--- src/rtl/dac_spi_tx.sv ---
// dac_spi_tx: write-only SPI serializer for the loop-filter/tuning DAC.
// Accepts parallel words over valid/ready and emits CPOL=1, MSB-first frames
// on dac = {mosi, sclk, cs_n}. The DAC samples mosi on sclk falling edges.
module dac_spi_tx #(
  parameter int unsigned WIDTH = 16,
  parameter int unsigned DIV   = 4,
  parameter int unsigned GAP   = 2
) (
  input  logic             clk,
  input  logic             rst_n,
  input  logic [WIDTH-1:0] wr_data,
  input  logic             wr_valid,
  output logic             wr_ready,
  output logic             busy,
  output logic             done,
  output logic [2:0]       dac
);

  localparam int unsigned DW = (DIV > 1) ? $clog2(DIV) : 1;
  localparam int unsigned BW = (WIDTH > 1) ? $clog2(WIDTH + 1) : 1;
  localparam int unsigned GW = (GAP > 0) ? $clog2(GAP + 1) : 1;

  typedef enum logic [2:0] {
    S_IDLE,
    S_SETUP,
    S_SHIFT_LO,
    S_SHIFT_HI,
    S_GAP
  } state_t;

  state_t          state;
  // Holds the bits still to be sent, left-aligned; the MSB goes out directly.
  logic [WIDTH-1:0] shreg;
  logic [DW-1:0]   div_cnt;
  logic [BW-1:0]   bit_cnt;
  logic [GW-1:0]   gap_cnt;
  logic            mosi;
  logic            sclk;
  logic            cs_n;
  logic            div_last;

  // End of the current DIV-cycle half-period
  assign div_last = (div_cnt == DW'(DIV - 1));

  assign dac = {mosi, sclk, cs_n};

  // Frame sequencer; mosi moves only on sclk rise or at frame start
  always_ff @(posedge clk or negedge rst_n) begin
    if (!rst_n) begin
      state    <= S_IDLE;
      shreg    <= '0;
      div_cnt  <= '0;
      bit_cnt  <= '0;
      gap_cnt  <= '0;
      mosi     <= 1'b0;
      sclk     <= 1'b1;
      cs_n     <= 1'b1;
      wr_ready <= 1'b0;
      busy     <= 1'b0;
      done     <= 1'b0;
    end else begin
      done <= 1'b0;
      case (state)
        S_IDLE: begin
          wr_ready <= 1'b1;
          busy     <= 1'b0;
          if (wr_valid && wr_ready) begin
            shreg    <= wr_data << 1;
            mosi     <= wr_data[WIDTH-1];
            cs_n     <= 1'b0;
            sclk     <= 1'b1;
            wr_ready <= 1'b0;
            busy     <= 1'b1;
            div_cnt  <= '0;
            bit_cnt  <= BW'(WIDTH - 1);
            state    <= S_SETUP;
          end
        end

        S_SETUP: begin
          if (div_last) begin
            div_cnt <= '0;
            sclk    <= 1'b0;
            state   <= S_SHIFT_LO;
          end else begin
            div_cnt <= div_cnt + DW'(1);
          end
        end

        S_SHIFT_LO: begin
          if (div_last) begin
            div_cnt <= '0;
            sclk    <= 1'b1;
            state   <= S_SHIFT_HI;
            if (bit_cnt != '0) begin
              mosi  <= shreg[WIDTH-1];
              shreg <= shreg << 1;
            end
          end else begin
            div_cnt <= div_cnt + DW'(1);
          end
        end

        S_SHIFT_HI: begin
          if (div_last) begin
            div_cnt <= '0;
            if (bit_cnt != '0) begin
              bit_cnt <= bit_cnt - BW'(1);
              sclk    <= 1'b0;
              state   <= S_SHIFT_LO;
            end else begin
              cs_n <= 1'b1;
              mosi <= 1'b0;
              done <= 1'b1;
              if (GAP == 0) begin
                wr_ready <= 1'b1;
                busy     <= 1'b0;
                state    <= S_IDLE;
              end else begin
                gap_cnt <= '0;
                state   <= S_GAP;
              end
            end
          end else begin
            div_cnt <= div_cnt + DW'(1);
          end
        end

        S_GAP: begin
          if (gap_cnt == GW'(GAP - 1)) begin
            gap_cnt  <= '0;
            wr_ready <= 1'b1;
            busy     <= 1'b0;
            state    <= S_IDLE;
          end else begin
            gap_cnt <= gap_cnt + GW'(1);
          end
        end

        default: state <= S_IDLE;
      endcase
    end
  end

endmodule

--- config.mk ---
export PLATFORM = sky130hd
export DESIGN_NAME = dac_spi_tx
export DESIGN_NICKNAME = d
export VERILOG_FILES = /design/src/rtl/dac_spi_tx.sv
export SDC_FILE = /design/constraint.sdc
export NUM_CORES = 1
export LEC_CHECK = 0
export BUFFER_PORTS_ARGS = -buffer_cell sky130_fd_sc_hd__buf_2
export CORE_UTILIZATION = 55
export DETAILED_ROUTE_END_ITERATION = 6
export HOLD_SLACK_MARGIN = 0.1
export PLACE_DENSITY = 0.78
export SETUP_SLACK_MARGIN = 0.5
export SKIP_LAST_GASP = 1
export SYNTH_ARGS = -nofsm -noshare
export SYNTH_HDL_FRONTEND = slang
export SYNTH_SLANG_ARGS = --single-unit
--- constraint.sdc ---
create_clock -name clk -period 2.2 [get_ports clk]
set_clock_uncertainty 0.2 [all_clocks]
set_input_delay 0.22 -clock clk [delete_from_list [all_inputs] [get_ports clk]]
set_output_delay 0.22 -clock clk [all_outputs]
set_load 0.05 [all_outputs]
# Word level (Yosys, flattened, before mapping)
# Cells that the tools add are included.
[word_totals]
regBits = 34
[op_classes]
addsub = 3
eq_ne = 14
muxes = 47
n_reduce_logical = 20
[op_table]
columns = ["operator", "count"]
rows = [
  ["$mux W16", 3],
  ["$pmux W16 S2", 1],
  ["$mux W1", 20],
  ["$mux W3", 6],
  ["$ne A2 B2 Y1 const B", 8],
  ["$mux W5", 3],
  ["$pmux W3 S5", 1],
  ["$reduce_and A4 Y1", 3],
  ["$reduce_and A6 Y1", 2],
  ["$mux W2", 5],
  ["$pmux W5 S2", 1],
  ["$reduce_bool A2 Y1", 5],
  ["$pmux W2 S2", 2],
  ["$eq A3 B2 Y1 const B", 2],
  ["$pmux W1 S2", 3],
  ["$reduce_and A5 Y1", 1],
  ["$reduce_bool A5 Y1", 1],
  ["$sub A5 B1 Y5 const B", 1],
  ["$add A2 B1 Y2 const B", 2],
  ["$pmux W1 S4", 1],
  ["$reduce_and A2 Y1", 2],
  ["$reduce_bool A4 Y1", 1],
  ["$eq A3 B1 Y1 const B", 1],
  ["$eq A3 B3 Y1 const B", 1],
  ["8 further kinds", 8],
]

# Depth between registers and ports, before layout
# Gate-level depths: netlist (run 1).
[logic_depth]
depth_word = 4
ltp_mapped = 7
ltp_nobuf = 6

# Least setup slack after synthesis (run 1)
# Ideal clock, no wire load.
[synth_timing]
path_type = "reg-to-reg"
start = "register bit_cnt[0]"
end = "register gap_cnt[1]"
arrival_time_ns = 1.497
t_required_ns = 1.881
slack_ns = 0.385
stages_incl_launch_ff = 8
n_path_buf = 1
cell_sequence = "dfrtp_1 inv_1 ha_1 nor4b_4 and4_1 buf_2 a21oi_1 o21a_1"
[synth_via]
elab_chain_len = 3
[synth_lines]
columns = ["element", "line", "text"]
rows = [
  ["start: declaration", "35", "logic [BW-1:0] bit_cnt;"],
  ["start signal: assignment", "75", "bit_cnt <= BW'(WIDTH - 1);"],
  ["start signal: assignment", "108", "bit_cnt <= bit_cnt - BW'(1);"],
  ["$reduce_bool A5 Y1", "107", "if (bit_cnt != '0) begin"],
  ["$ne A2 B2 Y1 (no source line)", "-", ""],
  ["$reduce_and A3 Y1 (no source line)", "-", ""],
  ["end signal: assignment", "136", "gap_cnt <= gap_cnt + GW'(1);"],
  ["end: declaration", "36", "logic [GW-1:0] gap_cnt;"],
]
# Every way passes these cells.
# A chain may end at the register's enable or synchronous reset.

# Worst setup path in the final report (run 1)
[layout_timing]
start = "register bit_cnt[2]"
end = "register gap_cnt[1]"
# Same word-level chain as after synthesis.

==> results of run 1 <==
[flip-flops by register name, indices dropped and copies added (netlist names)]
register  count
wr_ready      1
div_cnt       2
busy          1
cs_n          1
gap_cnt       2
mosi          1
bit_cnt       5
sclk          1
done          1
shreg        15
state         3
[worst reg2reg max path: stages, from the launching register on]
cell and delay (ps):
dfrtp_1 480, nor4b_4 310, buf_4 190, and4_4 260, a21oi_2 50, o21a_1 180
[cells by family (layout without fill, tap and decap cells)]
group / after synthesis / after routing / synth area share [%]
AO/OA/AOI/OAI: 44 / 44 / 17.5
XOR/XNOR: 1 / 1 / 0.543
adder cells (fa/ha/maj): 2 / 2 / 1.55
buffers and inverters: 14 / 70 / 4.65
flip-flops: 33 / 33 / 51.4
multiplexers: 14 / 14 / 8.69
AND/OR/NAND/NOR: 46 / 46 / 15.7
[layer usage]
layer / vias to the layer above / global-route usage (%) / part of all wire [%]
met2: 46 / 46.8 / 54
met3: 11 / 5.58 / 3.9
met5: - / 0 / 0
met1: 653 / 32.2 / 40
li1: 655 / - / -
met4: 0 / 10.1 / 2.4
[how the worst min path moves through the flow]
stage             start          to  slack (ps)
2_1_floorplan     rst_n  bit_cnt[0]        -280
3_3_place_gp      rst_n    shreg[4]         100
3_5_place_dp      rst_n    shreg[4]         110
4_1_cts        wr_valid        sclk         150
5_1_grt        wr_valid        sclk         230
6_report       wr_valid        sclk         190
[per-stage QoR]
step	worst slack [ps]	instances
floorplan	431	154
global placement	293	205
detailed placement	186	205
CTS	433	238
global route	344	241
finish	421	241
[power breakdown]
part           total (mW)  switching, mW  leakage, nW  internal, mW
Clock               0.399          0.214       0.0413         0.185
Combinational      0.0789         0.0362        0.526        0.0426
Sequential          0.621        0.00648        0.398         0.615
Total                1.10          0.257        0.965         0.843
[synthesized netlist by cell type (all sizes together)]
cell type and number:
dfrtp 31, nor2 24, a21oi 19, mux2i 14
buf 10, nand2 6, nor3 5, o21ai 5
inv 4, a21o 3, o21a 3, o22ai 3
a21bo 2, a22o 2, and4 2, dfstp 2
ha 2, nand2b 2, o31ai 2, a31oi 1
a41oi 1, and2 1, and3 1, nand3b 1
nand4bb 1, nor2b 1, nor4b 1, o21bai 1
o221ai 1, o31a 1, or2 1, xor2 1
[repair_timing]
item | CTS | global route
pin swaps | 3 | 3
setup buffers | 8 | 3
hold buffers | 17 | 0
endpoints found under the hold margin | 47 | 0
resized for setup | 10 | 13
setup endpoints to repair | 25 | 30
[layout make-up]
cell class	instances	share of cell area, %
sequential	33	37.6
multi-input combinational	107	36.3
timing repair buffer	58	20.4
clock buffer	7	2.95
tap	31	1.76
inverter	4	0.681
clock inverter	1	0.227
==> impl_metrics.toml, run 1 <==
[sta]
fin_hold_ws_ps = 190
finalSetupViolCount = 0
timing.setup.tns_ps = 0
relSlewSlack_pct = 52.1
fin_crit_sh_pct = 80.8
post-route-min-period_ps = 1780
max_freq_ghz = 0.562
slew_viol_final = 0
tightest_slew_ps = 718
hold_viol_final = 0
rsz0062_at_grt = "true"

[floorplan]
core_um2 = 2760
die_x_um = 56.2
die_area_um2 = 3150
rows = 19
top_level_ports = 25
initial_utilization_pct = 58.5
dieHeight_um = 56.2

[clock_tree]
root_buffer = "clkbuf_4"
clk_pin_slew_ps = 110
clk_latency_ps = 340
cts_buffer_depth = 2
cts_tree = "done"
htreeDepth = 2
cts_buffers = 5
cts.sinks = 33

[flow_run]
maxCapViolCount = 0

[critical_path]
cp_num_buf_inv = 1
endpoint_kind = "flip-flop"
ff2ff_setup_slack_ps = 420
r2r-end = "gap_cnt[1]"
r2r_cells = 5
cp.arrival_ps = 1810
crit_type = "flip-flop to flip-flop"
start_kind = "flip-flop"
crit_path_start = "bit_cnt[2]"
crit_slowest_cell = "dfrtp_1"
r2r_start = "bit_cnt[2]"
path_cells = "nor4b_4 > buf_4 > and4_4 > a21oi_2 > o21a_1"
cp_max_fo = 5
crit_path_end = "gap_cnt[1]"
cpPeakStageDelay_ps = 480
critical_path.top_delay_family = "simple AND/OR/NAND/NOR gates"
required_ps = 2230
path_depth = 5

[global_route]
grt_first_pass_wirelength_mm = 6.37
grt_pass1_vias = 1402
antenna_found_initial = 0
grt_max_degree = 34
grtUsageTotal_pct = 26.7
overflow = 0

[yosys]
netlist_instances = 154
synth_nets = 175
netlist-cell-type-count = 39
syn_area_um2 = 1610
synth_largest_area_cell = "dfrtp_1"
ys_ff_latch = 33
synth.top_cell.area_share_pct = 48.1
ys_top_cells_by_area = "dfrtp_1 (48%), mux2i_1 (8.7%), a21oi_1 (5.9%)"
syn_avg_cell_area_um2 = 10.5
synth_warnings = 0
synth-seq-area-share_pct = 51.4

[final_layout]
multi_input_area_um2 = 801
final-seq-area_um2 = 828
fillCellCount = 149
final_cell_area_um2 = 2200
nets = 230
mostFrequentLayoutCell = "dfrtp_1"
area_growth_pct = 36.6
drive_gt1_share_pct = 36.2
mostFrequentLayoutCells = "dfrtp_1 (31), buf_2 (24), a21oi_1 (17), dlygate4sd3_1 (17), nor2_1 (16)"
fin_util_pct = 79.9
insertedDiodeCount = 0

[placement]
place_hpwl_mm = 2.22
post_dp_cell_area_um2 = 1780
numPortBuffers = 24
routabilityCongestion = 0.786

[power_and_ir_drop]
p_per_area_nw_per_um2 = 499
peakVddDrop_uv = 495
total_power_mw = 1.10
p_leak_nw = 0.965

[drt]
drc_errors = 0
wl_per_cell_um = 16.3
firstDrtPassIters = 4
drt-vias-per-instance = 5.66
ant_nets = 0
detail_route.iter0.violations = 57
vias = 1365
drt-total-wl_mm = 3.93

[status]
status = "complete, no violations"

[worst_hold_path]
min_path_cells = 4
holdCritPathClass = "primary input to flip-flop"
Note: power is estimated with default switching activity, not from simulation.
==> inputs of run 2 (changes only) <==
ABC_AREA = 1   (was unset)
CORE_UTILIZATION = 51   (was 55)
PLACE_DENSITY = 0.75   (was 0.78)
clock period = 1.5 ns   (was 2.2 ns; I/O delays follow)
==> run 2 against run 1 <==
Against the previous run: the flow now finishes with violations (negative hold slack, negative setup slack); flip-flop and latch count did not move; fmax fell by 0.89%; total power rose by 35%; die area rose by 20%; non-clock buffer count rose by 27; first-iteration DRC count rose to 4.5 times the previous value; hold slack got worse by 710 ps; final area rose by 36%; synthesized area rose by 12%; clock power rose by 29%; synthesized cell count rose by 58%; critical endpoint is now shreg[13]; largest cell class is now multi-input gates.
==> impl_metrics.toml, run 2 <==
[yosys]
synth_warnings = 0
ys_top_cells_by_area = "dfrtp_1 (43%), nand2_1 (24%), nand3_1 (6.7%)"
async_flop_share_pct = 100
synth_largest_area_cell = "dfrtp_1"
synth.top_cell.area_share_pct = 43.0
syn_avg_cell_area_um2 = 7.42
synth_top_flop_cell = "dfrtp_1"
yosysMostFrequentCell = "nand2_1"
synth_nets = 264
ys_ff_latch = 33
netlist_instances = 243
syn_area_um2 = 1800
synth_edf_count = 0
synth-seq-area-share_pct = 45.9
netlist-cell-type-count = 23
synthTopCellsByCount = "nand2_1 (113), dfrtp_1 (31), nand3_1 (24), inv_1 (15), nor2_1 (12)"

[critical_path]
r2r_start = "state[2]"
crit_path_start = "state[2]"
cpPeakStageDelay_ps = 470
cp_max_fo = 8
critical_path.top_delay_family = "simple AND/OR/NAND/NOR gates"
crit_type = "flip-flop to flip-flop"
cp_num_buf_inv = 4
path_depth = 10
cp.arrival_ps = 1890
r2r_cells = 10
crit_slowest_cell = "dfrtp_2"
start_kind = "flip-flop"
required_ps = 1590
endpoint_kind = "flip-flop"
path_cells = "buf_6 > inv_4 > nand2_4 > nor2_4 > buf_6 > buf_16 > nand2_2 > nand2_1 > nand3_1 > nand2_1"

[clock_tree]
cts.sinks = 33
htreeDepth = 2
cts_buffer_depth = 2
ctsHoldBuffers = 14
clk_pin_slew_ps = 110
cts_tree = "done"
clk_latency_ps = 350
cts_buffers = 5
root_buffer = "clkbuf_4"

[sta]
rsz0062_at_grt = "true"
fin_crit_sh_pct = 120
relSlewSlack_pct = 76.1
fin_hold_ws_ps = -515
post-route-min-period_ps = 1790
finalSetupViolCount = 27
max_freq_ghz = 0.557
timing.setup.tns_ps = -4530
hold_viol_final = 33
tightest_slew_ps = 358
fin_ws_ps = -295
slew_viol_final = 0

[final_layout]
final-seq-area_um2 = 832
drive_gt1_share_pct = 49.4
mostFrequentLayoutCell = "nand2_1"
regMostFlops = "shreg"
insertedDiodeCount = 0
top_regs = "shreg x15, bit_cnt x5, state x3"
mostFrequentLayoutCells = "nand2_1 (77), nand2_2 (29), dfrtp_1 (28), buf_4 (28), buf_2 (18)"
largest_register_ffs = 15
fillCellCount = 153
multi_input_area_um2 = 1170
area_growth_pct = 66.4
nets = 350

[drt]
wl_per_cell_um = 20.0
vias = 2255
detail_route.iter0.violations = 256
drc_errors = 0
firstDrtPassIters = 5
drt-vias-per-instance = 6.00
drt-total-wl_mm = 7.51
ant_nets = 0

[floorplan]
die_x_um = 61.5
die_area_um2 = 3780
core_um2 = 3360
dieHeight_um = 61.5
top_level_ports = 25
rows = 21
initial_utilization_pct = 53.6

[placement]
place_hpwl_mm = 2.95
routabilityCongestion = 0.844
numPortBuffers = 24

[power_and_ir_drop]
p_per_area_nw_per_um2 = 494
p_leak_nw = 1.51
total_power_mw = 1.48
peakVddDrop_uv = 480

[global_route]
grtUsageTotal_pct = 35.8
overflow = 0
grt_max_degree = 20
grt_pass1_vias = 1971
grt_first_pass_wirelength_mm = 9.45
antenna_found_initial = 0

[flow_run]
maxCapViolCount = 0

[worst_hold_path]
holdCritPathClass = "primary input to asynchronous set/reset pin"

[status]
status = "finished, violations left"
violations = "negative hold slack, negative setup slack"
run 2: cell types whose count changed after synthesis, sizes merged, moves of 3 or more:
cell and delta:
nand2 +110, nand3 +25, inv +14, mux2i -14
a21oi -13, nor2 -9, o21ai +8, nor3 -5
a21o -3, nand4 +3, o21a -3, o22ai -3
run 2: kinds of logic after synthesis:
logic type	share of synthesized area, %
buffers and inverters	7.77
adders and majority gates	1.39
xor gates and xnor gates	0.486
AOI/OAI and AO/OA	6.73
and+or+nand+nor	37.7
DFF	45.9
run 2: layout make-up:
cell class              instances  area share (%)
repair buffers                 85            26.4
clock buffers                   6            1.38
multi-input cells             184            39.1
well taps                      46            1.92
inverters                      18            2.67
repair inverters                2           0.500
flip-flops and latches         33            27.7
clock inverters                 2           0.333
run 2: path summary, 6_finish.rpt:
check	endpoint	slack, ps
min in group clk	wr_ready	20
setup / recovery	shreg[13]	-290
max in group asynchronous	sclk	1120
hold reg to reg	shreg[5]	310
setup reg to reg	shreg[13]	-290
hold / removal	bit_cnt[1]	-520
run 2: per-layer routing:
layer  track usage, %  part of all wire [%]
met5                0                     0
met4             17.5                   5.8
met3             8.19                    10
met2             56.7                    47
met1             46.2                    37
run 2: power by group:
part / switching [mW] / leakage [nW] / internal [mW]
registers: 0 / 0.426 / 0.889
clock network: 0.334 / 0.0320 / 0.178
logic: 0.0361 / 1.05 / 0.0460
run 2: per-stage QoR:
stage	cell area, um2	setup WS (ps)	hold WS, ps	std cells	util (%)
floorplan	1880	-55.5	-346	243	-
global placement	2190	-56.9	-122	331	65.3
detailed placement	2190	-136	-120	331	65.3
CTS	2790	-79.7	-501	367	82.8
global route	3000	-447	-486	376	89.3
finish	3000	-295	-515	376	89.3
run 2: timing repair:
item / 4_1_cts / 5_1_grt
setup endpoints to repair: 39 / 39
setup buffers: 9 / 8
pin swaps: 21 / 39
hold endpoints to repair: 53 / 38
cloned: 5 / 1
resized for setup: 66 / 46
==> inputs of run 3 (changes only) <==
PLACE_DENSITY = 0.82   (was 0.75)
==> run 3 against run 2 <==
Against the previous run: the flow still finishes with violations (negative hold slack, negative setup slack); total power decreased by 2.9%; cell count decreased by 4.3%; final area decreased by 10%; count of clock-buffer cells in the layout increased by 2; sequential power about the same; first-iteration DRC count decreased by 6.6%; fmax increased by 7.0%; critical endpoint is now state[0]; highest routed layer unchanged.
==> impl_metrics.toml, run 3 (synthesis results as in run 2) <==
[clock_tree]
ctsHoldBuffers = 6
root_buffer = "clkbuf_4"
clk_latency_ps = 340
cts_buffer_depth = 2
htreeDepth = 2
cts_tree = "done"
cts_buffers = 5
clk_pin_slew_ps = 110
cts.sinks = 33

[global_route]
antenna_found_initial = 0
grt_max_degree = 19
overflow = 0
grt_first_pass_wirelength_mm = 7.53
grt_pass1_vias = 1682
grtUsageTotal_pct = 27.5

[final_layout]
mostFrequentLayoutCells = "nand2_1 (97), buf_4 (29), dfrtp_1 (28)"
fin_util_pct = 80.1
fin_cells = 360
multi_input_area_um2 = 1060
insertedDiodeCount = 0
regMostFlops = "shreg"
drive_gt1_share_pct = 40.8
fillCellCount = 207
top_regs = "shreg x15, bit_cnt x5, state x3"
largest_register_ffs = 15
mostFrequentLayoutCell = "nand2_1"
final-seq-area_um2 = 832
nets = 334
area_growth_pct = 49.2

[sta]
fin_ws_ps = -177
timing.setup.tns_ps = -2800
post-route-min-period_ps = 1680
slew_viol_final = 0
fin_hold_ws_ps = -476
max_freq_ghz = 0.596
rsz0062_at_grt = "true"
hold_viol_final = 39
tightest_slew_ps = 419
finalSetupViolCount = 27
relSlewSlack_pct = 72.0
fin_crit_sh_pct = 112

[worst_hold_path]
holdCritPathClass = "primary input to asynchronous set/reset pin"

[critical_path]
cp_num_buf_inv = 1
required_ps = 1490
cp_max_fo = 17
crit_slowest_cell = "dfrtp_1"
endpoint_kind = "flip-flop"
cpPeakStageDelay_ps = 440
critical_path.top_delay_family = "simple AND/OR/NAND/NOR gates"
path_cells = "nor2_4 > nand2_4 > o21ai_2 > inv_4 > nand2_1 > nand3_1"
r2r_start = "state[0]"
cp.arrival_ps = 1670
ff2ff_setup_slack_ps = -180
r2r-end = "state[0]"
start_kind = "flip-flop"
r2r_cells = 6
crit_type = "flip-flop to flip-flop"

[floorplan]
initial_utilization_pct = 53.6
die_x_um = 61.5
die_area_um2 = 3780
core_um2 = 3360
dieHeight_um = 61.5
rows = 21
top_level_ports = 25

[placement]
place_hpwl_mm = 2.99
numPortBuffers = 24
routabilityCongestion = 0.806
place_inst = 333

[drt]
drt-total-wl_mm = 5.92
drc_errors = 0
wl_per_cell_um = 16.4
drt-vias-per-instance = 5.53
ant_nets = 0
vias = 1992
firstDrtPassIters = 5
detail_route.iter0.violations = 239

[power_and_ir_drop]
p_per_area_nw_per_um2 = 535
p_leak_nw = 1.41
peakVddDrop_uv = 466

[status]
violations = "negative hold slack, negative setup slack"
status = "finished, violations left"

[flow_run]
maxCapViolCount = 0
==> run 3: cell count changes in the layout (fill, tap and decap cells not counted), sizes merged <==
cell | before | now
dlygate4sd3 | 14 | 6
inv | 20 | 18
nand2 | 117 | 116
clkinv | 2 | 0
clkbuf | 6 | 9
buf | 71 | 65
==> run 3: report_power, final <==
group | total [mW] | internal, mW | leakage (nW) | switching, mW
Sequential | 0.889 | 0.889 | 0.426 | 0
Clock | 0.488 | 0.187 | 0.0265 | 0.301
Combinational | 0.0640 | 0.0323 | 0.958 | 0.0317
Total | 1.44 | 1.11 | 1.41 | 0.333
==> run 3: stage by stage <==
step	worst slack, ps	hold WS [ps]	area, um2	total power [mW]
2_1_floorplan	-55.5	-346	1880	0.909
3_3_place_gp	-50.3	-105	2210	0.955
4_1_cts	-52.0	-458	2500	1.43
6_report	-177	-476	2690	1.44
3_5_place_dp	-106	-100	2210	0.956
5_1_grt	-236	-465	2690	1.50
==> run 3: worst max-delay path by stage <==
| stage | startpoint | end | cells past startpoint |
|---|---|---|---|
| after floorplan | bit_cnt[1] | shreg[10] | 9 |
| after global placement | state[0] | shreg[12] | 7 |
| after detailed placement | state[0] | shreg[14] | 7 |
| after CTS | bit_cnt[1] | shreg[10] | 8 |
| after global routing | state[0] | state[0] | 6 |
| final | state[0] | state[0] | 6 |
==> run 3: routing by layer <==
layer / GRT usage, % / vias up / part of all wire, %
met5: 0 / - / 0
met4: 10.8 / 0 / 3.8
met3: 8.40 / 30 / 6.9
met2: 42.9 / 108 / 48
met1: 35.9 / 944 / 41
li1: - / 910 / -
==> run 3: area by class of cell <==
cell class                      instances  share of cell area, %
Multi-Input combinational cell        183                   39.2
Sequential cell                        33                   30.9
Timing Repair Buffer                   72                   23.0
Inverter                               18                   2.88
Tap cell                               46                   2.14
Clock buffer                            8                   1.81
==> run 3: timing repair <==
action | 4_1_cts | 5_1_grt
pin swaps | 7 | 15
cloned | 0 | 1
setup buffers | 7 | 5
resized for setup | 37 | 37
hold endpoints to repair | 52 | 46
endpoints found under the setup margin | 39 | 39
